## src/rtl/alu_pkg.sv

```systemverilog
// Shared ALU definitions: shift op encodings
// and the shift unit's FSM state type.
package alu_pkg;

  localparam logic [1:0] OP_SLL = 2'b00;
  localparam logic [1:0] OP_SRL = 2'b01;
  localparam logic [1:0] OP_SRA = 2'b10;
  localparam logic [1:0] OP_ROR = 2'b11;

  typedef enum logic [1:0] {
    IDLE = 2'b00,
    RUN  = 2'b01,
    DONE = 2'b10
  } state_t;

endpackage

```

## src/rtl/shift_unit_iter_stage.sv

```systemverilog
// One fixed-distance log-shifter stage.
// Passes data through untouched when en is low.
module shift_stage
  import alu_pkg::*;
#(
  parameter int WIDTH = 32,
  parameter int DIST  = 1
) (
  input  logic             en,
  input  logic [1:0]       op,
  input  logic             fill_bit,
  input  logic [WIDTH-1:0] data_i,
  output logic [WIDTH-1:0] data_o
);

  // shift by DIST with per-op fill
  always_comb begin
    data_o = data_i;
    if (en) begin
      unique case (op)
        OP_SLL: data_o = {data_i[WIDTH-DIST-1:0],
                          {DIST{1'b0}}};
        OP_SRL: data_o = {{DIST{1'b0}},
                          data_i[WIDTH-1:DIST]};
        OP_SRA: data_o = {{DIST{fill_bit}},
                          data_i[WIDTH-1:DIST]};
        default: data_o = {data_i[DIST-1:0],
                           data_i[WIDTH-1:DIST]};
      endcase
    end
  end

endmodule

```

## src/rtl/shift_unit_iter.sv

```systemverilog
// Multi-cycle shift unit: a shared log-shifter
// walked STAGES_PER_CYCLE stages per clock.
module shift_unit_iter
  import alu_pkg::*;
#(
  parameter int WIDTH            = 32,
  parameter int STAGES_PER_CYCLE = 1
) (
  input  logic                     clock,
  input  logic                     reset_n,
  input  logic                     in_valid,
  output logic                     in_ready,
  input  logic [1:0]               op,
  input  logic [WIDTH-1:0]         data_in,
  input  logic [$clog2(WIDTH)-1:0] shamt,
  output logic                     out_valid,
  input  logic                     out_ready,
  output logic [WIDTH-1:0]         data_out
);

  localparam int LOG_W = $clog2(WIDTH);
  localparam int SPC   = STAGES_PER_CYCLE;
  localparam int KW    = LOG_W + 1;

  state_t           state;
  logic [WIDTH-1:0] work;
  logic [1:0]       op_q;
  logic [LOG_W-1:0] sh_q;
  logic             fill_q;
  logic [KW-1:0]    k;

  // chain[LOG_W] is the working reg; chain[0]
  // is the value after this cycle's window.
  // Only stages k..k-SPC+1 are enabled, so
  // exactly SPC distances act per cycle,
  // largest first.
  logic [WIDTH-1:0] chain [LOG_W+1];

  assign chain[LOG_W] = work;

  for (genvar d = 0; d < LOG_W; d++) begin : g_stage
    logic en;
    assign en = sh_q[d]
             && (k >= KW'(d))
             && (k < KW'(d + SPC));
    shift_stage #(
      .WIDTH (WIDTH),
      .DIST  (1 << d)
    ) u_stage (
      .en       (en),
      .op       (op_q),
      .fill_bit (fill_q),
      .data_i   (chain[d+1]),
      .data_o   (chain[d])
    );
  end

  // FSM, operand latches and handshakes
  always_ff @(posedge clock) begin
    if (!reset_n) begin
      state     <= IDLE;
      in_ready  <= 1'b1;
      out_valid <= 1'b0;
      data_out  <= '0;
      work      <= '0;
      op_q      <= OP_SLL;
      sh_q      <= '0;
      fill_q    <= 1'b0;
      k         <= '0;
    end else begin
      unique case (state)
        IDLE: begin
          if (in_valid) begin
            work     <= data_in;
            op_q     <= op;
            sh_q     <= shamt;
            fill_q   <= data_in[WIDTH-1];
            k        <= KW'(LOG_W - 1);
            in_ready <= 1'b0;
            state    <= RUN;
          end
        end
        RUN: begin
          work <= chain[0];
          if (k < KW'(SPC)) begin
            data_out  <= chain[0];
            out_valid <= 1'b1;
            state     <= DONE;
          end else begin
            k <= k - KW'(SPC);
          end
        end
        DONE: begin
          if (out_ready) begin
            out_valid <= 1'b0;
            in_ready  <= 1'b1;
            state     <= IDLE;
          end
        end
        default: state <= IDLE;
      endcase
    end
  end

endmodule
```

## config.mk

```make
export PLATFORM = sky130hd
export DESIGN_NAME = shift_unit_iter
export DESIGN_NICKNAME = d
export VERILOG_FILES = /design/src/rtl/alu_pkg.sv /design/src/rtl/shift_unit_iter_stage.sv /design/src/rtl/shift_unit_iter.sv
export SDC_FILE = /design/constraint.sdc
export NUM_CORES = 1
export LEC_CHECK = 0
export ABC_AREA = 1
export CORE_MARGIN = 5
export CORE_UTILIZATION = 55
export CTS_BUF_LIST = sky130_fd_sc_hd__clkbuf_8
export DETAILED_ROUTE_END_ITERATION = 10
export PLACE_DENSITY = 0.78
export SLEW_MARGIN = 20
export SYNTH_ARGS = -nofsm -noshare
export SYNTH_HDL_FRONTEND = slang
export SYNTH_SLANG_ARGS = --single-unit
```

## constraint.sdc

```tcl
create_clock -name clock -period 5.76 [get_ports clock]
set_input_delay 0.864 -clock clock [delete_from_list [all_inputs] [get_ports clock]]
set_output_delay 0.864 -clock clock [all_outputs]
set_load 0.01 [all_outputs]
```

==> metrics.md, run 1 <==
| Metric | Value |
|---|---|
| Total power density per cell area | `427.3 nW/um^2` |
| Grt total ovfl | `0` |
| Vias/cell | `6.121` |
| Dpl ws | `2.124 ns` |
| Worst-path maximum fanout | `29` |
| HPWL after DPL | `19.85 mm` |
| Port Buffer Count | `76` |
| Clock Skews | `0.01073 ns` |
| Syn_nets | `1211` |
| Fin. Hold Viols | `0` |
| Most numerous cell in the Yosys netlist | `nand2_1` |
| CP Capture Type | `register` |
| CP max stage delay | `0.59 ns` |
| Initial antenna violation count | `0` |
| Worst-Margin Slew | `1.182 ns` |
| Outcome | `finished, final reports clean` |
| Final min period | `3.818 ns` |
| Leak Pwr | `0.003405 uW` |
| Clk root buf | `clkbuf_8` |
| CP delay by family, top | `simple AND/OR/NAND/NOR gates` |
| Footprint of the multi-input gates | `4579 um^2` |
| Die W | `122.5 um` |
| Share of cells above drive strength 1 | `11.18%` |
| H-tree depth | `3` |
| Top cells by count, synth | `nand2_1, nand3_1, nor2_1` |
| Unrepaired setup endpoints after global routing | `false` |
| Setup CP Type | `reg2reg` |
| Routed len/inst | `19.40 um` |
| Post-synth EDFFs | `0` |
| Worst Path Buf+Inv | `1` |
| Count of cells resized by post-cts repair | `0` |
| Synth Instances | `1164` |
| Mapped cell area | `6957 um^2` |
| Via count | `8392` |
| CTS clk-pin slew, worst paths | `0.10 ns` |
| Clk buf depth | `2` |
| HP Class | `reg2reg` |
| Vias in the first global route | `7484` |
| Slew Viols, Final | `0` |
| CTS tree | `built` |
| # setup viols final | `0` |
| Ports | `77` |
| Post-Route WL | `26.60 mm` |
| Worst hold slack | `0.4799 ns` |
| Yosys reg bits | `82` |
| Post-CTS Setup Bufs | `0` |
| Post-route DRC | `0` |
| All-Layer GR Usage | `35.14%` |
| Gpl congestion | `1.078` |
| Syn_area_per_cell | `5.977 um^2` |
| Peak supply drop | `0.3175 mV` |
| N_diodes | `0` |
| Worst relative slew slack | `21.08%` |
| Nets | `1241` |
| Core ar. | `12520 um^2` |
| Die area | `15000 um^2` |
| Starting Density | `55.58%` |
| Max_cap viols | `0` |
| CP most frequent cell | `nand2_1` |
| CP cell instances | `inv_1, ha_1, nor2_4, nor2_2, nand2_2, nor2_2, o21ai_0, nand2_1, nand2_1, nand2_1, nand3_1, nand3_1, nand2_1, nand4_1, nand3_1, a21oi_1, nor2_1` |
| Area contributors post-synth | `dfxtp_1, nand2_1, nand3_1` |
| Starting DRT DRC Count | `1522` |
| TritonCTS Buffers | `9` |
| Area growth syn-to-layout | `13.15%` |
| Slowest CP cell | `nor2_2` |
| Most used DFF post-synth | `dfxtp_1` |
| Final setup margin | `1.942 ns` |
| Seq. cell area | `1642 um^2` |
| Clk_lat worst skew | `0.37 ns` |
| Final period util | `66.29%` |
| Row count | `41` |
| Setup TNS | `0 ns` |
| Sink Count | `82` |
| Async S/R FF share, synth | `0%` |
| F_max | `0.2619 GHz` |
| Critical path launch point type | `register` |
| First-pass GRT wire length | `40.43 mm` |
| CP required | `6.01 ns` |
| Fill cells | `1232` |
| Fin util | `62.88%` |
| Post-DRT Antenna Nets | `0` |
| 1st-pass router iterations | `8` |
| Hold Buf Count CTS | `0` |
| Top cell type by total area after synthesis | `dfxtp_1` |
| Largest net degree at the start of global routing | `44` |
| Worst EP arrival | `4.07 ns` |
| Syn. warnings | `0` |
| Die Span Y | `122.5 um` |
| Seq/Total Area, Yosys | `23.60%` |
| Distinct cells, synth | `50` |
| Yosys top cell area share | `23.60%` |
==> sequential cells by signal, summed over array words and instances (netlist names) <==
signal / cells
state: 2
sh_q: 5
data_out: 32
op_q: 2
work: 32
k: 6
in_ready: 1
fill_q: 1
out_valid: 1
==> layout by cell type, fill, tap and decap left out, types with 9 or more instances in the layout <==
cell and instances:
o21ai_0 66, inv_1 81, clkbuf_8 9, nand3_2 17, dfxtp_1 82, a21oi_1 37
nand3_1 130, nor2_2 12, buf_4 13, nand2_1 329, o21ai_2 13, o21ai_1 31
o211ai_1 11, inv_2 15, nand2_2 24, nand4_1 72, clkdlybuf4s50_1 76, nor2_1 115
==> through the flow <==
| step | std cells | area, um^2 | total power [uW] |
|---|---|---|---|
| after CTS | 1371 | 7871 | 3292 |
| after global routing | 1371 | 7871 | 3559 |
| final | 1371 | 7871 | 3363 |
| after global placement | 1355 | 7671 | 2832 |
| after floorplan | 1164 | 6957 | 2184 |
| after detailed placement | 1355 | 7671 | 2848 |
==> final cells by class <==
| class | instances | share of cell area, % |
|---|---|---|
| Multi-Input combinational cell | 912 | 58.18 |
| Sequential cell | 82 | 20.86 |
| Timing Repair Buffer | 89 | 10.90 |
| Inverter | 100 | 4.785 |
| Tap cell | 172 | 2.734 |
| Clock buffer | 9 | 1.574 |
| Clock inverter | 7 | 0.9696 |
==> metal layers <==
metal | track usage (%) | vias to the layer above | wire length, um
met2 | 51.56 | 608 | 10980
li1 | - | 3947 | -
met3 | 7.834 | 108 | 3334
met4 | 21.69 | 0 | 1800
met5 | 0 | - | 0
met1 | 46.74 | 3729 | 10480
==> power by group <==
part	switching [uW]	leakage (uW)	internal [uW]	total, uW
Clock	242	0.0000962	203	446
Sequential	118	0.000673	727	845
Combinational	1410	0.00264	661	2070
==> worst paths after layout <==
check	start	endpoint	slack [ns]	cells after the start
worst min-delay path	work[9]	work[9]	0.48	2
worst max register to register	k[1]	work[21]	1.94	17
worst max-delay path	k[1]	work[21]	1.94	17
worst min register to register	work[9]	work[9]	0.48	2
==> worst min-delay path, stage by stage, from the launching register on <==
cell     delay [ns]
dfxtp_1        0.32
nand2_1        0.06
a21oi_1        0.05
==> logic make-up after synthesis <==
logic type / synth area share [%]
adder cells (fa/ha/maj): 0.7195
AO/OA/AOI/OAI: 17.09
AND/OR/NAND/NOR: 47.81
flip-flops: 23.60
buffers and inverters: 10.79
(Power assumes the default switching activity.)
==> inputs of run 2 (changes only) <==
- CORE_UTILIZATION: 55 -> 54
- PLACE_DENSITY: 0.78 -> 0.8
- clock period: 5.76 -> 3.15 ns (I/O delays scaled with it)
==> run 2 against run 1 <==
Non-clock buffer count increased by 25. Count of clock-buffer cells in the layout grew 1. Final cell count grew 1.8%. Critical path depth up 1. Sequential share of layout area is 0.73 points lower. Clock skew grew 0.0056 ns. Worst hold slack worse by 0.0088 ns. Flip-flop and latch count did not move. Die area up 1.7%. Fmax rose by 29%. Design area up 3.7%. Critical endpoint is now work[24]. Largest cell class unchanged. Highest routed layer unchanged.
==> metrics.md, run 2 (synthesis gave the netlist of run 1 again) <==
| Metric | Value |
|---|---|
| Largest net degree at the start of global routing | `40` |
| Fin. Hold Viols | `0` |
| All-Layer GR Usage | `37.46%` |
| CP cell instances | `inv_1, ha_1, nor2_4, nor2_2, nand2_2, buf_4, nand2_1, o21ai_1, o21ai_0, inv_1, nand2_1, nand3_1, nand3_2, o211ai_1, nand2_1, nand3_1, a21oi_1, nor2_1` |
| CTS clk-pin slew, worst paths | `0.10 ns` |
| Clk_lat worst skew | `0.38 ns` |
| Critical path origin | `k[0]` |
| HPWL after DPL | `21.17 mm` |
| Setup TNS | `0 ns` |
| Sink Count | `82` |
| First-pass GRT wire length | `43.44 mm` |
| Gpl congestion | `1.123` |
| Worst-path maximum fanout | `10` |
| Worst EP arrival | `3.27 ns` |
| H-tree depth | `3` |
| Critical path launch point type | `register` |
| Die Span Y | `123.5 um` |
| CTS tree | `built` |
| Grt total ovfl | `0` |
| Fin util | `64.67%` |
| Share of cells above drive strength 1 | `14.05%` |
| Via count | `8596` |
| Peak supply drop | `0.5603 mV` |
| Worst Setup EP | `work[24]` |
| Ports | `77` |
| # setup viols final | `0` |
| Hold Buf Count CTS | `0` |
| Slowest CP cell | `dfxtp_1` |
| 1st-pass router iterations | `6` |
| Clk root buf | `clkbuf_8` |
| Vias in the first global route | `7906` |
| TritonCTS Buffers | `9` |
| Post-route DRC | `0` |
| Outcome | `finished, final reports clean` |
| Placed Instance Area | `7869 um^2` |
| Setup CP Type | `reg2reg` |
| Area growth syn-to-layout | `17.32%` |
| R2R Setup Slk | `0.20 ns` |
| FF-to-FF path depth | `18` |
| N_diodes | `0` |
| F_max | `0.3385 GHz` |
| R2R Path Start | `k[0]` |
| Post-Route WL | `28.12 mm` |
| Die W | `123.5 um` |
| Most frequent cells in the layout | `nand2_1, nand3_1, nor2_1, inv_1, dfxtp_1` |
| Post-DRT Antenna Nets | `0` |
| Top flop regs | `data_out: 32 flops, work: 32 flops, k: 6 flops` |
| Tot Pwr | `6352 uW` |
| Core ar. | `12620 um^2` |
| Final min period | `2.954 ns` |
| Worst-Margin Slew | `0.7321 ns` |
| Post-Layout Inst Area | `8162 um^2` |
| CP most frequent cell | `nand2_1` |
| CP max stage delay | `0.38 ns` |
| Starting DRT DRC Count | `1220` |
| Row count | `41` |
| HP Class | `reg2reg` |
| Max_cap viols | `0` |
| Starting Density | `55.13%` |
| Leak Pwr | `0.003580 uW` |
| CP Capture Type | `register` |
| Initial antenna violation count | `0` |
| Worst relative slew slack | `50.68%` |
| Slew Viols, Final | `0` |
| Vias/cell | `6.158` |
| Routed len/inst | `20.14 um` |
| Total power density per cell area | `778.3 nW/um^2` |
| Commonest non-fill, non-tap cell in the layout | `nand2_1` |
| Placed Cells | `1378` |
| Clock Skews | `0.01635 ns` |
| Nets | `1266` |
| Die area | `15250 um^2` |
| Worst r2r dst | `work[24]` |
| CP required | `3.46 ns` |
| Final period util | `93.79%` |
| Clk buf depth | `2` |
| Port Buffer Count | `76` |
| Non-filler cells, final | `1396` |
-- run 2: cell count changes in the layout (fill, tap and decap cells not counted), sizes merged --
cell / previous run / this run
clkbuf: 9 / 10
buf: 13 / 38
clkinvlp: 2 / 1
-- run 2: how the worst min path moves through the flow --
| stage | slack (ns) | endpoint | start | cells past startpoint |
|---|---|---|---|---|
| finish | 0.47 | in_ready | in_ready | 2 |
| global route | 0.50 | work[9] | work[9] | 2 |
| CTS | 0.47 | in_ready | in_ready | 2 |
| detailed placement | 0.45 | in_ready | in_ready | 2 |
| global placement | 0.45 | in_ready | in_ready | 2 |
| floorplan | 0.44 | sh_q[4] | sh_q[4] | 2 |
-- run 2: worst max-delay path: cells and delay by family, from the launching register on --
family	cells	cell delay, ns
compound gates	4	0.75
fa+ha+maj	1	0.25
buf+inv	3	0.42
flops	1	0.38
simple gates	10	1.08
-- run 2: timing repair --
action,CTS,global route
setup endpoints to repair,0,46
resized for setup,0,18
buffers inserted,0,2
-- run 2: stage by stage --
stage          hold slack (ns)  worst slack, ns
2_1_floorplan           0.4448           0.8539
3_3_place_gp            0.4522           0.1796
3_5_place_dp            0.4462           0.1007
4_1_cts                 0.4744          0.07087
5_1_grt                 0.4995        -0.004071
6_report                0.4711           0.1956
-- run 2: area by class of cell --
cell class	instances	area (um^2)
Multi-Input combinational cell	912	4634
Fill cell	1229	4458
Sequential cell	82	1643
Timing Repair Buffer	114	1082
Inverter	100	376.6
Tap cell	172	215.2
Clock buffer	10	137.6
Clock inverter	6	72.57
-- run 2: per-layer routing --
metal	up-vias	global-route usage, %	part of all wire, %
li1	4005	-	-
met1	3848	51.17	41
met2	618	53.79	40
met3	125	6.908	11
met4	0	24.29	7.4
met5	-	0	0
-- run 2: where the power goes --
group	total (uW)	switching, uW	leakage [uW]	internal [uW]
Combinational	3940	2640	0.00280	1300
Sequential	1550	216	0.000673	1330
Clock	861	464	0.000103	397
Total	6350	3320	0.00358	3030
==> inputs of run 3 (changes only) <==
- CORE_MARGIN: 5 -> 3
- TNS_END_PERCENT: unset -> 50
==> run 3 against run 2 <==
Flip-flop and latch count is the same. Largest cell class unchanged. Total power decreased by 1.4%. Count of clock-buffer cells in the layout unchanged. Final cell count is 0.21% lower. Register-to-register slack got worse by 0.07 ns. Worst hold slack improved by 0.0037 ns. Design area fell by 0.21%. Fmax fell by 2.2%. Non-clock buffer count rose by 1.
==> metrics.md, run 3 (synthesis gave the netlist of run 1 again) <==
| Metric | Value |
|---|---|
| Nets | `1267` |
| Post-DRT Antenna Nets | `0` |
| F_max | `0.3310 GHz` |
| Final min period | `3.021 ns` |
| Hold Buf Count CTS | `0` |
| All-Layer GR Usage | `38.26%` |
| CP cell instances | `inv_1, ha_2, nor2_4, nor2_2, nand2_2, nor2_2, buf_4, nand2_1, nand2_1, inv_2, o21ai_2, nand2_1, o211ai_1, nand2_1, nand3_1, nand3_1, buf_4, a21oi_1, nor2_1` |
| Die W | `119.5 um` |
| Port Buffer Count | `76` |
| CTS tree | `built` |
| Core ar. | `12310 um^2` |
| Leak Pwr | `0.003562 uW` |
| TritonCTS Buffers | `9` |
| Critical Path Stages | `19` |
| Clk root buf | `clkbuf_8` |
| First-pass GRT wire length | `42.72 mm` |
| Clk_lat worst skew | `0.39 ns` |
| Grt total ovfl | `0` |
| N_diodes | `0` |
| Die Span Y | `119.5 um` |
| Clk buf depth | `2` |
| Vias in the first global route | `7709` |
| Clock Skews | `0.01256 ns` |
| Share of cells above drive strength 1 | `13.31%` |
| Worst r2r dst | `work[18]` |
| CP delay by family, top | `simple AND/OR/NAND/NOR gates` |
| Vias/cell | `6.067` |
| Post-route DRC | `0` |
| CP Capture Type | `register` |
| Setup TNS | `0 ns` |
| CP most frequent cell | `nand2_1` |
| Hold wc startpoint | `work[9]` |
| H-tree depth | `3` |
| Worst Hold Depth | `2` |
| Top flop regs | `data_out: 32 flops, work: 32 flops, k: 6 flops` |
| Worst EP arrival | `3.28 ns` |
| Ports | `77` |
| Unrepaired setup endpoints after global routing | `false` |
| Outcome | `finished, final reports clean` |
| Post-Route WL | `27.49 mm` |
| Area growth syn-to-layout | `17.07%` |
| Fin util | `66.15%` |
| Initial antenna violation count | `0` |
| Critical path launch point type | `register` |
| R2R Path Start | `k[1]` |
| HP Class | `reg2reg` |
| Largest net degree at the start of global routing | `44` |
| Peak supply drop | `0.5151 mV` |
| Slowest CP cell | `dfxtp_2` |
| FF-to-FF path depth | `19` |
| Worst-path maximum fanout | `9` |
| Die area | `14280 um^2` |
| Total power density per cell area | `769.0 nW/um^2` |
| Worst Path Buf+Inv | `4` |
| Most frequent cells in the layout | `nand2_1, nand3_1, nor2_1, inv_1, dfxtp_1` |
| Starting Density | `56.50%` |
| CTS clk-pin slew, worst paths | `0.09 ns` |
| Non-filler cells, final | `1393` |
| Setup CP Type | `reg2reg` |
| Gpl congestion | `1.044` |
| HPWL after DPL | `21.02 mm` |
| Max_cap viols | `0` |
| 1st-pass router iterations | `5` |
| Worst relative slew slack | `62.41%` |
| Sink Count | `82` |
| Worst Hold End | `work[9]` |
| Routed len/inst | `19.74 um` |
| Fin. Hold Viols | `0` |
| CP required | `3.41 ns` |
| Starting DRT DRC Count | `1077` |
| Via count | `8451` |
| # setup viols final | `0` |
| Final period util | `95.92%` |
| CP max stage delay | `0.37 ns` |
| Worst-Margin Slew | `0.5550 ns` |
| Row count | `40` |
| Placed Cells | `1376` |
| Slew Viols, Final | `0` |
| Tot Pwr | `6263 uW` |
| Worst hold slack | `0.4748 ns` |
| R2R Setup Slk | `0.13 ns` |
| Commonest non-fill, non-tap cell in the layout | `nand2_1` |
run 3: cell count changes in the layout (fill, tap and decap cells not counted), sizes merged:
cell,change
clkinv,-1
clkinvlp,+1
buf,+1
run 3: what timing repair did:
action                                  CTS  global route
endpoints found under the setup margin    0            27
resized for setup                         0             5
setup buffers                             0             1
run 3: cell type report:
class,instances,area [um^2]
clock buffer,10,137.6
clock inverter,6,66.31
fill,1157,4168
inverter,100,376.6
multi-input combinational,912,4591
sequential,82,1643
tap,168,210.2
timing repair buffer,115,1120
run 3: worst register-to-register path, cell delays in order (launching register included):
cell and delay (ns):
dfxtp_2 0.37, inv_1 0.14, ha_2 0.23, nor2_4 0.05, nor2_2 0.13, nand2_2 0.10, nor2_2 0.16, buf_4 0.20
nand2_1 0.06, nand2_1 0.11, inv_2 0.05, o21ai_2 0.17, nand2_1 0.12, o211ai_1 0.28, nand2_1 0.15, nand3_1 0.10
nand3_1 0.12, buf_4 0.18, a21oi_1 0.13, nor2_1 0.06
run 3: layer usage:
| layer | track usage, % | wire length [um] |
|---|---|---|
| met2 | 59.25 | 12030 |
| met5 | 0 | 0 |
| met4 | 20.19 | 1577 |
| met3 | 7.729 | 2943 |
| met1 | 50.25 | 10950 |
run 3: how the worst max path moves through the flow:
stage	startpoint	endpoint
after global placement	k[1]	work[18]
after floorplan	k[1]	work[12]
after global routing	k[1]	work[30]
final	k[1]	work[18]
after CTS	k[1]	work[29]
after detailed placement	k[1]	work[18]
run 3: stage by stage:
step	area (um^2)	setup slack, ns
2_1_floorplan	6957	0.8539
3_3_place_gp	7916	0.2712
3_5_place_dp	7916	0.1771
4_1_cts	8120	0.1430
5_1_grt	8144	0.003057
6_report	8144	0.1286
run 3: where the power goes:
part / internal, uW / total (uW) / switching [uW]
Combinational: 1310 / 3870 / 2570
Clock: 389 / 827 / 438
Sequential: 1330 / 1560 / 231
==> variant 1 (flow settings as in run 1) <==
Make the reset (`reset_n`) asynchronous in one clocked block.
--- a/src/rtl/shift_unit_iter.sv
+++ b/src/rtl/shift_unit_iter.sv
@@ -56,7 +56,7 @@
   end
 
   // FSM, operand latches and handshakes
-  always_ff @(posedge clock) begin
+  always_ff @(posedge clock or negedge reset_n) begin
     if (!reset_n) begin
       state     <= IDLE;
       in_ready  <= 1'b1;
Check against the original RTL: differs if reset_n is asserted again (counterexample within 4 cycles, from zero or initial values and one cycle with reset_n low); with reset_n held inactive, the same outputs for 4 cycles.
==> variant 1 against run 1 <==
- synthesized area grew 1.4%
- worst setup slack lost 0.030 ns
- design area rose by 1.7%
- sequential cell count unchanged
- routed wire length grew 9.1%
- global-route usage up 4.2 points
- non-clock buffer count fell by 3
- count of clock-buffer cells in the layout is 1 higher
- total power is 61% higher
- die area is 1.3% higher
==> variant 1: results (changes against run 1) <==
grt_pass1_vias: 7872  # +5.2%
arrival_ns: 4.10  # +0.03 ns
synthArstFlopShare_pct: 100  # +100 points
ys_types: 45  # -10%
critical_path_peak_fanout: 39  # +34%
grt_max_degree: 83  # +89%
drcViolationCount: 0  # unchanged
p_leak_nw: 3.87  # +14%
max_stage_delay_ns: 0.97  # +0.38 ns
cts_buffer_depth: 2  # unchanged
hold_path_depth: 2  # unchanged
instances_no_fill: 1349  # -1.6%
clock_latency_ns: 0.37  # about the same
worstHoldEndpoint: "in_ready"
drive_gt1_share_pct: 8.67  # -2.5 points
h-tree-depth: 3  # unchanged
synth_area_leaders: "dfrtp_1, nand2_1, nand3_1"
path_delay_family: "simple AND/OR/NAND/NOR gates"
hp-start: "in_ready"
worst-r2r-cell-count: 13  # -4
nFillCells: 1239  # +0.57%
dr.pass1.iters: 8  # unchanged
final_nets: 1219  # -1.8%
dp_hpwl_mm: 21.6  # +9.1%
max_freq_mhz: 260  # -0.77%
max-vdd-ir-drop_mv: 0.563  # +77%
largestRegisters: "data_out x32, work x32, k x6"
yosysWarnings: 0  # unchanged
n_antenna_cell: 0  # unchanged
worst_slew_pin_slew_ns: 1.08  # -0.107 ns
hp-class: "reg2reg"
status: "complete, no violations"
drt-initial-drc-count: 1457  # -4.3%
place_ws_ns: 2.07  # -0.0510 ns
finalWeightedCongestion: 1.12  # +4.3%
grt_antenna_before_repair: 0  # unchanged
vias: 8496  # +1.2%
avgSynthCellArea_um2: 6.19  # +3.5%
grt_pass1_wl_mm: 44.9  # +11%
r2r_setup_slack_ns: 1.91  # -0.03 ns
skew_ns: 0.0100  # -0.000704 ns
crit_slowest_cell: "nor2_2"
r2r-end: "work[10]"
synth_commonest_cells: "nand2_1, nand3_1, dfrtp_1"
synth_seq_area_share_pct: 29.1  # +5.5 points
r2r_start: "op_q[1]"
hold_viol: 0  # unchanged
postCtsSetupRepairBufs: 0  # unchanged
grt_usage_pct: 39.3  # +4.2 points
cts-resized-gates: 0  # unchanged
post_drt_wl_per_cell_um: 21.5  # +11%
-- variant 1: worst max path at each step --
stage	startpoint	to	slack (ns)
floorplan	k[0]	work[27]	3.42
global placement	op_q[1]	work[10]	2.10
detailed placement	op_q[1]	work[10]	2.07
CTS	op_q[1]	work[10]	2.05
global route	op_q[1]	work[10]	1.71
finish	op_q[1]	work[10]	1.91
-- variant 1: area by class of cell --
cell class	instances	area share, %
clock buffers	10	1.72
clock inverters	6	1.20
inverters	79	3.70
well taps	172	2.69
repair buffers	86	10.5
multi-input cells	914	54.6
flip-flops and latches	82	25.6
-- variant 1: cells by family (layout without fill, tap and decap cells) --
kind of cell / after synthesis / after routing / synth area share, %
compound gates: 148 / 148 / 12.9
flops: 82 / 82 / 29.1
buf+inv: 144 / 181 / 9.07
simple gates: 762 / 762 / 48.2
fa+ha+maj: 4 / 4 / 0.710
-- variant 1: power by group --
| part | switching (mW) | total [mW] | internal (mW) |
|---|---|---|---|
| registers | 0.270 | 1.12 | 0.854 |
| clock network | 0.244 | 0.505 | 0.262 |
| logic | 2.64 | 3.80 | 1.16 |
| total | 3.16 | 5.43 | 2.27 |
-- variant 1: per-stage QoR --
stage | util [%] | cell area (um2) | hold WS, ns
final | 63.5 | 8010 | 0.478
after global routing | 63.5 | 8010 | 0.495
after CTS | 63.4 | 8000 | 0.480
after detailed placement | 61.6 | 7770 | 0.463
after global placement | 61.6 | 7770 | 0.453
after floorplan | - | 7050 | 0.436
-- variant 1: layer usage --
layer	wire length (um)	global-route usage, %	vias up	part of all wire [%]
met2	12100	57.9	641	42
met1	11200	53.4	3879	38
met4	2180	23.7	0	7.5
met5	0	0	-	0
li1	-	-	3836	-
met3	3590	7.73	140	12
-- variant 1: worst min-delay path: cells and delay by family (launching register included) --
kind,cells,cell delay [ns]
simple gates,2,0.11
flops,1,0.38
==> variant 2 (config.mk and constraints of run 1) <==
Made on the original files. `WIDTH` is set to 32 in 2 places; all go to 16.
--- a/src/rtl/shift_unit_iter_stage.sv
+++ b/src/rtl/shift_unit_iter_stage.sv
@@ -3,7 +3,7 @@
 module shift_stage
   import alu_pkg::*;
 #(
-  parameter int WIDTH = 32,
+  parameter int WIDTH = 16,
   parameter int DIST  = 1
 ) (
   input  logic             en,
--- a/src/rtl/shift_unit_iter.sv
+++ b/src/rtl/shift_unit_iter.sv
@@ -3,7 +3,7 @@
 module shift_unit_iter
   import alu_pkg::*;
 #(
-  parameter int WIDTH            = 32,
+  parameter int WIDTH            = 16,
   parameter int STAGES_PER_CYCLE = 1
 ) (
   input  logic                     clock,
Interface: changed (resized data_in, data_out and shamt); port bits go from 77 to 44. The function was not compared with the original's and may differ.
==> variant 2 against run 1 <==
- design area decreased by 50%
- worst setup slack improved by 0.67 ns
- count of clock-buffer cells in the layout decreased by 4
- clock power decreased by 58%
- synthesized area decreased by 51%
- routed wire length decreased by 59%
- sequential cell count decreased by 34
- total power decreased by 66%
- critical path type unchanged
==> variant 2: results (changes against run 1) <==
port_buffers: 43  # -43%
synth_top_cell_by_area: "dfxtp_1"
critical_path_peak_fanout: 21  # -28%
grt_antenna_before_repair: 0  # unchanged
hp-class: "reg2reg"
intPower_mw: 0.639  # -60%
dp_hpwl_mm: 8.28  # -58%
arrival_ns: 3.30  # -0.77 ns
n_antenna_cell: 0  # unchanged
grt_max_degree: 33  # -25%
cts_buffer_depth: 2  # unchanged
synth_area_leaders: "dfxtp_1, nand2_1, nor2_1"
detail-route-antenna-nets: 0  # unchanged
hold_viol: 0  # unchanged
slew_headroom_pct: 35.9  # +15 points
synth_seq_area_share_pct: 27.9  # +4.3 points
drive_gt1_share_pct: 7.05  # -4.1 points
skew_ns: 0.00866  # -0.00207 ns
max-vdd-ir-drop_mv: 0.212  # -33%
postCtsSetupRepairBufs: 0  # unchanged
grt_pass1_wl_mm: 17.7  # -56%
synth_commonest_cells: "nand2_1, nor2_1, nand3_1"
vias: 3908  # -53%
place_area_um2: 3830  # -50%
p_leak_nw: 1.70  # -50%
clock_latency_ns: 0.30  # -0.07 ns
final_nets: 626  # -50%
status: "complete, no violations"
grt_usage_pct: 28.8  # -6.3 points
cts-resized-gates: 0  # unchanged
syn-num-nets: 600  # -50%
yosysWarnings: 0  # unchanged
dr.pass1.iters: 5  # -3
drt-total-wl_mm: 10.8  # -59%
ys_types: 39  # -22%
clock-root-buffer: "clkbuf_8"
r2r_setup_slack_ns: 2.61  # +0.67 ns
largestRegisters: "data_out x16, work x16, k x5"
grt_pass1_vias: 3597  # -52%
synthArstFlopShare_pct: 0  # unchanged
cts_buffers: 5  # -4
drt-initial-drc-count: 315  # -79%
synthFlopType: "dfxtp_1"
finalWeightedCongestion: 1.05  # -2.8%
h-tree-depth: 2  # -1
path_clk_slew_ns: 0.08  # -0.02 ns
==> variant 2: layer usage <==
layer | vias to the layer above | GRT usage, % | part of all wire [%]
met4 | 0 | 12.9 | 3.7
li1 | 1916 | - | -
met3 | 33 | 4.06 | 7.4
met5 | - | 0 | 0
met2 | 197 | 45.5 | 46
met1 | 1762 | 39.0 | 42
==> variant 2: power groups by stage <==
stage	logic (mW)	clock network [mW]	registers, mW
after floorplan	0.360	0	0.423
after detailed placement	0.506	0	0.431
final	0.522	0.186	0.425
after global routing	0.577	0.205	0.432
after CTS	0.509	0.188	0.424
after global placement	0.500	0	0.430
==> variant 2: cells by family after synthesis <==
| family | count (synthesis) | synth area share (%) |
|---|---|---|
| buffers and inverters | 64 | 8.51 |
| and+or+nand+nor | 350 | 44.2 |
| DFF | 48 | 27.9 |
| AOI/OAI and AO/OA | 103 | 17.6 |
| xor gates and xnor gates | 1 | 0.254 |
| adders and majority gates | 4 | 1.45 |
==> variant 2: worst max-delay path: stages (launching register included) <==
cell	delay, ns
dfxtp_1	0.41
inv_1	0.18
ha_1	0.17
o21ai_0	0.12
nor2_4	0.20
inv_2	0.18
nor2_1	0.75
nand3_1	0.27
nand3_1	0.17
nor2_1	0.05
nor2_1	0.24
nand2_1	0.13
nand2_1	0.08
a21oi_1	0.06
==> variant 2: worst paths after layout <==
kind / from / to / depth (start not counted)
worst max register to register: k[1] / work[12] / 13
worst max-delay path: k[1] / work[12] / 13
worst min register to register: in_ready / in_ready / 2
worst min-delay path: in_ready / in_ready / 2
==> variant 2: layout make-up <==
class / count / area, um2
timing repair buffer: 45 / 445
tap: 75 / 93.8
fill: 579 / 2070
clock buffer: 5 / 68.8
clock inverter: 2 / 8.76
sequential: 48 / 961
multi-input combinational: 458 / 2200
inverter: 38 / 143
==> variant 2: metrics by stage <==
| step | std cells | setup slack (ns) | hold slack [ns] |
|---|---|---|---|
| finish | 671 | 2.61 | 0.472 |
| global route | 671 | 2.37 | 0.510 |
| CTS | 671 | 2.58 | 0.479 |
| detailed placement | 664 | 2.59 | 0.454 |
| global placement | 664 | 2.69 | 0.447 |
| floorplan | 570 | 3.61 | 0.445 |
